==> src/rtl/project_types.sv <==
// rtl/project_types.sv - shared project types: address/data aliases, arbiter state, port command
package project_types;

   typedef logic [31:0] inst_addr_t;
   typedef logic [31:0] inst_data_t;
   typedef logic [31:0] ram_addr_t;
   typedef logic [31:0] ram_data_t;
   typedef logic        chip_en_t;

   typedef enum logic [1:0] {
      ST_IDLE  = 2'd0,
      ST_FETCH = 2'd1,
      ST_DATA  = 2'd2
   } arb_state_t;

   // Command presented on the shared memory port.
   typedef struct packed {
      chip_en_t   en;
      logic       we;
      logic [3:0] sel;
      ram_addr_t  addr;
      ram_data_t  wdata;
   } bus_cmd_t;

   localparam logic [3:0] SEL_WORD = 4'hF;

endpackage

==> src/rtl/bus_watchdog.sv <==
// rtl/bus_watchdog.sv - per-transaction cycle counter that flags an unanswered bus command
module bus_watchdog #(
   parameter int TIMEOUT = 16
) (
   input  logic clk,
   input  logic rst,
   input  logic clear,
   input  logic run,
   input  logic done,
   output logic expired
);

   localparam int CW = (TIMEOUT > 1) ? $clog2(TIMEOUT) : 1;

   logic [CW-1:0] count;

   // An ack in the last allowed cycle wins over expiry.
   assign expired = run && !done && (count == CW'(TIMEOUT - 1));

   always_ff @(posedge clk) begin
      if (!rst) begin
         count <= '0;
      end else if (clear) begin
         count <= '0;
      end else if (run && !done && !expired) begin
         count <= count + 1'b1;
      end
   end

endmodule

==> src/rtl/mem_arbiter.sv <==
// rtl/mem_arbiter.sv - two-master (fetch/data) arbiter for one shared memory port with starvation guard and timeout
module mem_arbiter
   import project_types::*;
#(
   parameter int TIMEOUT    = 16,
   parameter int STARVE_MAX = 4
) (
   input  logic        clk,
   input  logic        rst,
   input  logic        if_req,
   input  inst_addr_t  if_addr,
   output inst_data_t  if_rdata,
   output logic        if_ack,
   input  logic        d_req,
   input  logic        d_we,
   input  logic [3:0]  d_sel,
   input  ram_addr_t   d_addr,
   input  ram_data_t   d_wdata,
   output ram_data_t   d_rdata,
   output logic        d_ack,
   output chip_en_t    bus_ce,
   output logic        bus_we,
   output logic [3:0]  bus_sel,
   output ram_addr_t   bus_addr,
   output ram_data_t   bus_wdata,
   input  ram_data_t   bus_rdata,
   input  logic        bus_ack,
   output logic        err
);

   localparam int SW = (STARVE_MAX > 0) ? $clog2(STARVE_MAX + 1) : 1;

   arb_state_t  state, state_next;
   bus_cmd_t    cmd, cmd_next;
   logic [SW-1:0] starve, starve_next;
   inst_data_t  if_rdata_next;
   ram_data_t   d_rdata_next;
   logic        if_ack_next, d_ack_next, err_next;
   logic        wd_clear, wd_run, wd_expired;
   logic        starve_room;
   logic        finish;
   ram_data_t   resp;

   assign starve_room = (starve < SW'(STARVE_MAX));
   assign wd_run      = (state != ST_IDLE);
   assign finish      = bus_ack || wd_expired;
   // An aborted transaction returns zero data.
   assign resp        = bus_ack ? bus_rdata : '0;

   bus_watchdog #(
      .TIMEOUT (TIMEOUT)
   ) u_watchdog (
      .clk     (clk),
      .rst     (rst),
      .clear   (wd_clear),
      .run     (wd_run),
      .done    (bus_ack),
      .expired (wd_expired)
   );

   always_comb begin
      state_next    = state;
      cmd_next      = cmd;
      starve_next   = starve;
      if_rdata_next = if_rdata;
      d_rdata_next  = d_rdata;
      if_ack_next   = 1'b0;
      d_ack_next    = 1'b0;
      err_next      = 1'b0;
      wd_clear      = 1'b0;
      case (state)
         ST_IDLE: begin
            if (d_req && (!if_req || starve_room)) begin
               state_next = ST_DATA;
               cmd_next   = '{en: 1'b1, we: d_we, sel: d_sel, addr: d_addr, wdata: d_wdata};
               wd_clear   = 1'b1;
               if (if_req) begin
                  starve_next = starve + 1'b1;
               end
            end else if (if_req) begin
               state_next  = ST_FETCH;
               cmd_next    = '{en: 1'b1, we: 1'b0, sel: SEL_WORD, addr: if_addr, wdata: '0};
               wd_clear    = 1'b1;
               starve_next = '0;
            end
         end
         ST_FETCH, ST_DATA: begin
            if (finish) begin
               state_next  = ST_IDLE;
               cmd_next.en = 1'b0;
               err_next    = !bus_ack;
               if (state == ST_FETCH) begin
                  if_rdata_next = resp;
                  if_ack_next   = 1'b1;
               end else begin
                  d_rdata_next = resp;
                  d_ack_next   = 1'b1;
               end
            end
         end
         default: begin
            state_next  = ST_IDLE;
            cmd_next.en = 1'b0;
         end
      endcase
   end

   always_ff @(posedge clk) begin
      if (!rst) begin
         state    <= ST_IDLE;
         cmd      <= '0;
         starve   <= '0;
         if_rdata <= '0;
         d_rdata  <= '0;
         if_ack   <= 1'b0;
         d_ack    <= 1'b0;
         err      <= 1'b0;
      end else begin
         state    <= state_next;
         cmd      <= cmd_next;
         starve   <= starve_next;
         if_rdata <= if_rdata_next;
         d_rdata  <= d_rdata_next;
         if_ack   <= if_ack_next;
         d_ack    <= d_ack_next;
         err      <= err_next;
      end
   end

   assign bus_ce    = cmd.en;
   assign bus_we    = cmd.we;
   assign bus_sel   = cmd.sel;
   assign bus_addr  = cmd.addr;
   assign bus_wdata = cmd.wdata;

endmodule

==> config.mk <==
export PLATFORM = sky130hd
export DESIGN_NAME = mem_arbiter
export DESIGN_NICKNAME = d
export VERILOG_FILES = /design/src/rtl/project_types.sv /design/src/rtl/bus_watchdog.sv /design/src/rtl/mem_arbiter.sv
export SDC_FILE = /design/constraint.sdc
export NUM_CORES = 1
export LEC_CHECK = 0
export BUFFER_PORTS_ARGS = -buffer_cell sky130_fd_sc_hd__buf_2
export CORE_UTILIZATION = 51
export CTS_BUF_LIST = sky130_fd_sc_hd__clkbuf_8
export CTS_CLUSTER_DIAMETER = 150
export DETAILED_ROUTE_END_ITERATION = 10
export PLACE_DENSITY = 0.87
export RECOVER_POWER = 100
export REMOVE_ABC_BUFFERS = 1
export SYNTH_ARGS = -nofsm -noshare
export SYNTH_HDL_FRONTEND = slang
export SYNTH_SLANG_ARGS = --single-unit
==> constraint.sdc <==
create_clock -name clk -period 2.9 [get_ports clk]
set_input_delay 0.145 -clock clk [delete_from_list [all_inputs] [get_ports clk]]
set_output_delay 0.145 -clock clk [all_outputs]
set_load 0.01 [all_outputs]
; Yosys cells after proc, flatten, opt, wreduce, memory -nomap -nowiden
; Index checks and enable logic that the tools add are counted.
; Widths: inputs -> output; s select.
[totals]
register_bits = 146
output_inout_bits = 137
wordCells = 60
[op_classes]
n_addsub = 2
magnitude_cmp = 1
eq_ne = 5
mux = 17
bitwise_logic = 2
n_reduce_logical = 20
[ops]
columns = operator, count
row1 = $mux 70, 2
row2 = $mux 32, 1
row3 = $mux 3, 3
row4 = $reduce_and 3->1, 3
row5 = $mux 1, 6
row6 = $mux 2, 3
row7 = $reduce_and 2->1, 3
row8 = $add 4x1->4 const B, 1
row9 = $eq 4x4->1 const B, 1
row10 = $logic_and 1x1->1, 4
row11 = $pmux 2 s2, 1
row12 = $reduce_bool 2->1, 2
row13 = $reduce_or 2->1, 2
row14 = $add 3x1->3 const B, 1
row15 = $logic_not 1->1, 3
row16 = $lt 3x3->1 const B, 1
row17 = $ne 3x3->1 const B, 1
row18 = $eq 2x1->1 const B, 1
row19 = $eq 2x2->1 const B, 1
row20 = $logic_not 2->1, 1
row21 = $logic_or 1x1->1, 2
row22 = $ne 2x2->1 const B, 1
row23 = $not 1->1, 2
row24 = $pmux 1 s2, 1

; Logic depth before layout (Yosys ltp)
[depth]
ltp_word = 6
depth_mapped = 8
depth_no_buf = 5

; Modules after synthesis
; Synthesis repeated with hierarchy kept, for this count alone.
[hier_totals]
hier_cells = 630
hier_area_um2 = 5884.4
[by_module_without_submodules]
columns = mod, instances, cells_each, area_per_inst_um2, seq_area_each_um2
row1 = mem_arbiter, 1, 607, 5669.2, 2842.7
row2 = bus_watchdog, 1, 23, 215.2, 80.1

; Worst setup path after synthesis
; Ideal clock, no wire load.
[synth_path]
path_kind = reg-to-reg
from = register state[0]
to = register d_rdata[15]
setup_time_ns = 0.091
t_arrival_ns = 1.479
t_required_ns = 2.809
setup_slack_ns = 1.330
stages_incl_launch_ff = 8
path_buffers = 2
path_cell_list = dfxtp_1 -> inv_1 -> ha_1 -> nor2b_1 -> buf_2 -> buf_2 -> a31oi_1 -> a311oi_1
[synth_between]
elab_chain_cells = 5
word_cells_on_any_way = 9
cone_classes = 2 x eq/ne / 1 x bitwise / 6 x reduce/logical
[synth_lines]
columns = element, line_no
row1 = start: declaration, mem_arbiter.sv:33  ; arb_state_t state, state_next;
row2 = start signal: assignment, mem_arbiter.sv:119  ; state <= state_next;
row3 = $reduce_bool 2->1, mem_arbiter.sv:45  ; assign wd_run = (state != ST_IDLE);
row4 = $logic_and 1x1->1 (2 in a row), bus_watchdog.sv:18  ; assign expired = run && !done && (count == CW'(TIMEOUT - 1));
row5 = $logic_or 1x1->1, mem_arbiter.sv:46  ; assign finish = bus_ack || wd_expired;
row6 = $reduce_and 3->1 (no source line) (*), n/a
row7 = end signal: assignment, mem_arbiter.sv:123  ; d_rdata <= d_rdata_next;
row8 = end: declaration, mem_arbiter.sv:19  ; output ram_data_t d_rdata,
; Every way passes the cells marked *; elsewhere a longest branch is shown, timed or not.
; A chain may end at the register's enable or synchronous reset.

; Worst setup path in the final report
[layout_path]
from = register state[0]
to = register if_rdata[8]
[layout_between]
elab_chain_cells = 5
word_cells_on_any_way = 8
cone_classes = 2 x eq/ne / 6 x reduce/logical
[layout_lines]
columns = element, line_no
row1 = $reduce_bool 2->1, mem_arbiter.sv:45
row2 = $logic_and 1x1->1 (2 in a row), bus_watchdog.sv:18
row3 = $logic_or 1x1->1, mem_arbiter.sv:46
row4 = $reduce_and 3->1 (no source line) (*), n/a
row5 = end signal: assignment, mem_arbiter.sv:122  ; if_rdata <= if_rdata_next;
row6 = end: declaration, mem_arbiter.sv:12  ; output inst_data_t if_rdata,
; Marked as above.

==> summary.md <==
| Metric | Value |
|---|---|
| Slowest stage cell on the critical path | `clkbuf_2` |
| Initial Util | `52.30%` |
| Ports | `275` |
| Filler cell count | `727` |
| Ys async rst share | `0%` |
| Final WL | `21210 um` |
| DRT Pass-1 Iters | `6` |
| Cells after Synth | `597` |
| Number of I/O port buffers | `274` |
| TritonCTS Buffers | `17` |
| Synth Flop Type | `dfxtp_1` |
| First-pass GRT wire length | `31950 um` |
| First DRT Iteration DRCs | `691` |
| Total Routing Usage GR | `35.55%` |
| DRC errors left | `0` |
| Startpoint class of the critical path | `register` |
| FMAX | `363.5 MHz` |
| Critical path's largest stage delay | `1010 ps` |
| Hpwl dp | `11100 um` |
| Final Worst Setup Slack | `148.9 ps` |
| Chip width | `107.2 um` |
| TritonCTS clock tree | `built` |
| DIE AREA | `11490 um^2` |
| Total number of vias | `6677` |
| WP data arrival | `3010 ps` |
| HP Class | `in -> reg` |
| Total power | `4.949 mW` |
| Worst-Skew Late Latency | `450 ps` |
| Largest net degree at the start of global routing | `92` |
| P per Cell Area | `594.9 nW/um^2` |
| Share of cells above drive strength 1 | `19.58%` |
| Longest Clk Path Bufs | `2` |
| Commonest non-fill, non-tap cell in the layout | `dfxtp_1` |
| VDD IR-drop max | `428.5 uV` |
| DR vias/cell | `6.098` |
| Hold Vio Cnt, Final | `0` |
| # H-tree levels | `4` |
| Row cnt | `38` |
| Average size of a mapped cell | `9.454 um^2` |
| Crit-path max FO | `67` |
| Area share of fa/ha/maj cells after synthesis | `0.8867%` |
| Synthesized area | `5644 um^2` |
| Initial antenna violation count | `0` |
| RD Place Congestion | `0.8253` |
| Vias in the first global route | `6588` |
| Total grt overflow | `0` |
| Crit end category | `register` |
| Nets | `1084` |
| Register area share after synthesis | `51.78%` |
| Clk slew on worst S/H paths | `80 ps` |
| Worst-margin pin slew | `1359 ps` |
| Final setup fails | `0` |
| FF+latch count, synth | `146` |
| RSZ-0062 raised after global routing | `no` |
| Core footprint | `10790 um^2` |
| Yosys cell types | `36` |
| Syn. warnings | `0` |
| Fin crit period | `2751 ps` |
| Die height | `107.2 um` |
| Worst endpoint required time | `3160 ps` |
| Leakage | `3.310 nW` |
| Rel. slew slack | `9.404%` |
| CTS Root Cell | `clkbuf_8` |
| Layout area overhead | `47.37%` |
| Post-CTS Repair Setup Buffers | `0` |
| CP cell instances | `inv_1, ha_1, nand4b_1, nand2b_2, clkbuf_2, a311oi_1` |
| Post-synth EDFFs | `0` |
| Slew Limit Fails | `0` |
| Commonest non-fill, non-tap cells in the layout | `146 x dfxtp_1, 137 x buf_2, 137 x clkbuf_1` |
| Crit share post-route | `94.87%` |
| Status | `completed` |
| WL/cell | `19.37 um` |
| Synth Area in Simple Gates | `9.444%` |
| Clk_skew | `11.21 ps` |
| Number of clock sinks | `146` |
| Diode count | `0` |
| Max Cap Viol | `0` |
| Largest family of logic cells by synthesized area | `compound AO/OA/AOI/OAI gates` |
| Setup Crit Path Kind | `reg -> reg` |
| Compound-Gate Fraction of Synth Area | `31.57%` |
| Total negative setup slack | `0 ps` |
| DP Worst Slack | `741.0 ps` |
| Synth Area in XOR/XNOR | `0.1552%` |
| Mux contribution to synthesized area | `0.3547%` |
| Routed Antenna Nets | `0` |
## logic make-up (layout without fill, tap and decap cells)
logic type / after synthesis / in the layout
XOR/XNOR: 1 / 1
flip-flops: 146 / 146
adder cells (fa/ha/maj): 4 / 4
AO/OA/AOI/OAI: 245 / 245
AND/OR/NAND/NOR: 127 / 127
buffers and inverters: 72 / 430
multiplexers: 2 / 2
## area by class of cell
cell class,count,area (um^2),area share [%]
sequential,146,2923,35.14
clock inverter,10,131.4,1.579
multi-input combinational,379,2390,28.73
timing repair buffer,393,2377,28.58
tap,140,175.2,2.106
inverter,5,18.77,0.2256
clock buffer,22,302.8,3.640
## power by group
| part | switching (mW) | internal, mW |
|---|---|---|
| clock | 0.767 | 0.959 |
| combinational | 0.562 | 0.422 |
| sequential | 0.0911 | 2.15 |
| total | 1.42 | 3.53 |
## synth_stat cells (all sizes together) (3+ instances only)
master,number,area [um^2]
ha,4,50.05
clkbuf,35,131.4
nand2,103,386.6
o21ai,33,165.2
nand3,4,20.02
or3,3,18.77
inv,5,18.76
a21oi,5,25.02
a31oi,98,613.1
a311oi,65,575.6
dfxtp,146,2923
nor2,4,17.52
a22o,33,289.0
buf,32,177.7
o221a,4,45.04
and3,4,25.02
## worst max-delay path: cells and delay by family (launching register included)
kind | cells | cell delay, ps
flops | 1 | 390
simple gates | 2 | 480
fa+ha+maj | 1 | 330
buf+inv | 2 | 1070
compound gates | 1 | 270
## flip-flops by register name, summed over array words and instances, names as in the netlist
name and flops:
bus_addr 32, bus_wdata 32, d_rdata 32, if_rdata 32, bus_sel 4, u_watchdog.count 4, starve 3, state 2
bus_ce 1, bus_we 1, d_ack 1, err 1, if_ack 1
## routing by layer
metal	up-vias	track usage, %	wire length, um
met1	3090	37.66	7591
met3	134	9.422	1679
met2	460	61.15	10620
met5	-	0	0
met4	0	25.15	1313
li1	2993	-	-
## metrics by stage
step	cells	hold slack, ps	instance area [um^2]	utilization (%)
finish	1095	23.49	8318	77.07
floorplan	530	278.0	5335	-
detailed placement	954	365.5	6983	64.70
CTS	1093	0.1139	8488	78.65
global route	1095	2.067	8318	77.07
global placement	954	363.1	6983	64.70
## final timing paths
check | start | end | slack [ps] | depth (start not counted)
worst min-delay path | bus_rdata[20] | if_rdata[20] | 20 | 3
worst min register to register | bus_wdata[28] | bus_wdata[28] | 470 | 1
worst max register to register | state[0] | if_rdata[8] | 150 | 6
worst max-delay path | state[0] | if_rdata[8] | 150 | 6
## what timing repair did
item | 4_1_cts | 5_1_grt
gates resized for setup | 0 | 1
hold buffers | 107 | 2
hold endpoints to repair | 79 | 1
endpoints found under the setup margin | 0 | 11
No activity file was read; power rests on OpenSTA's default activity.
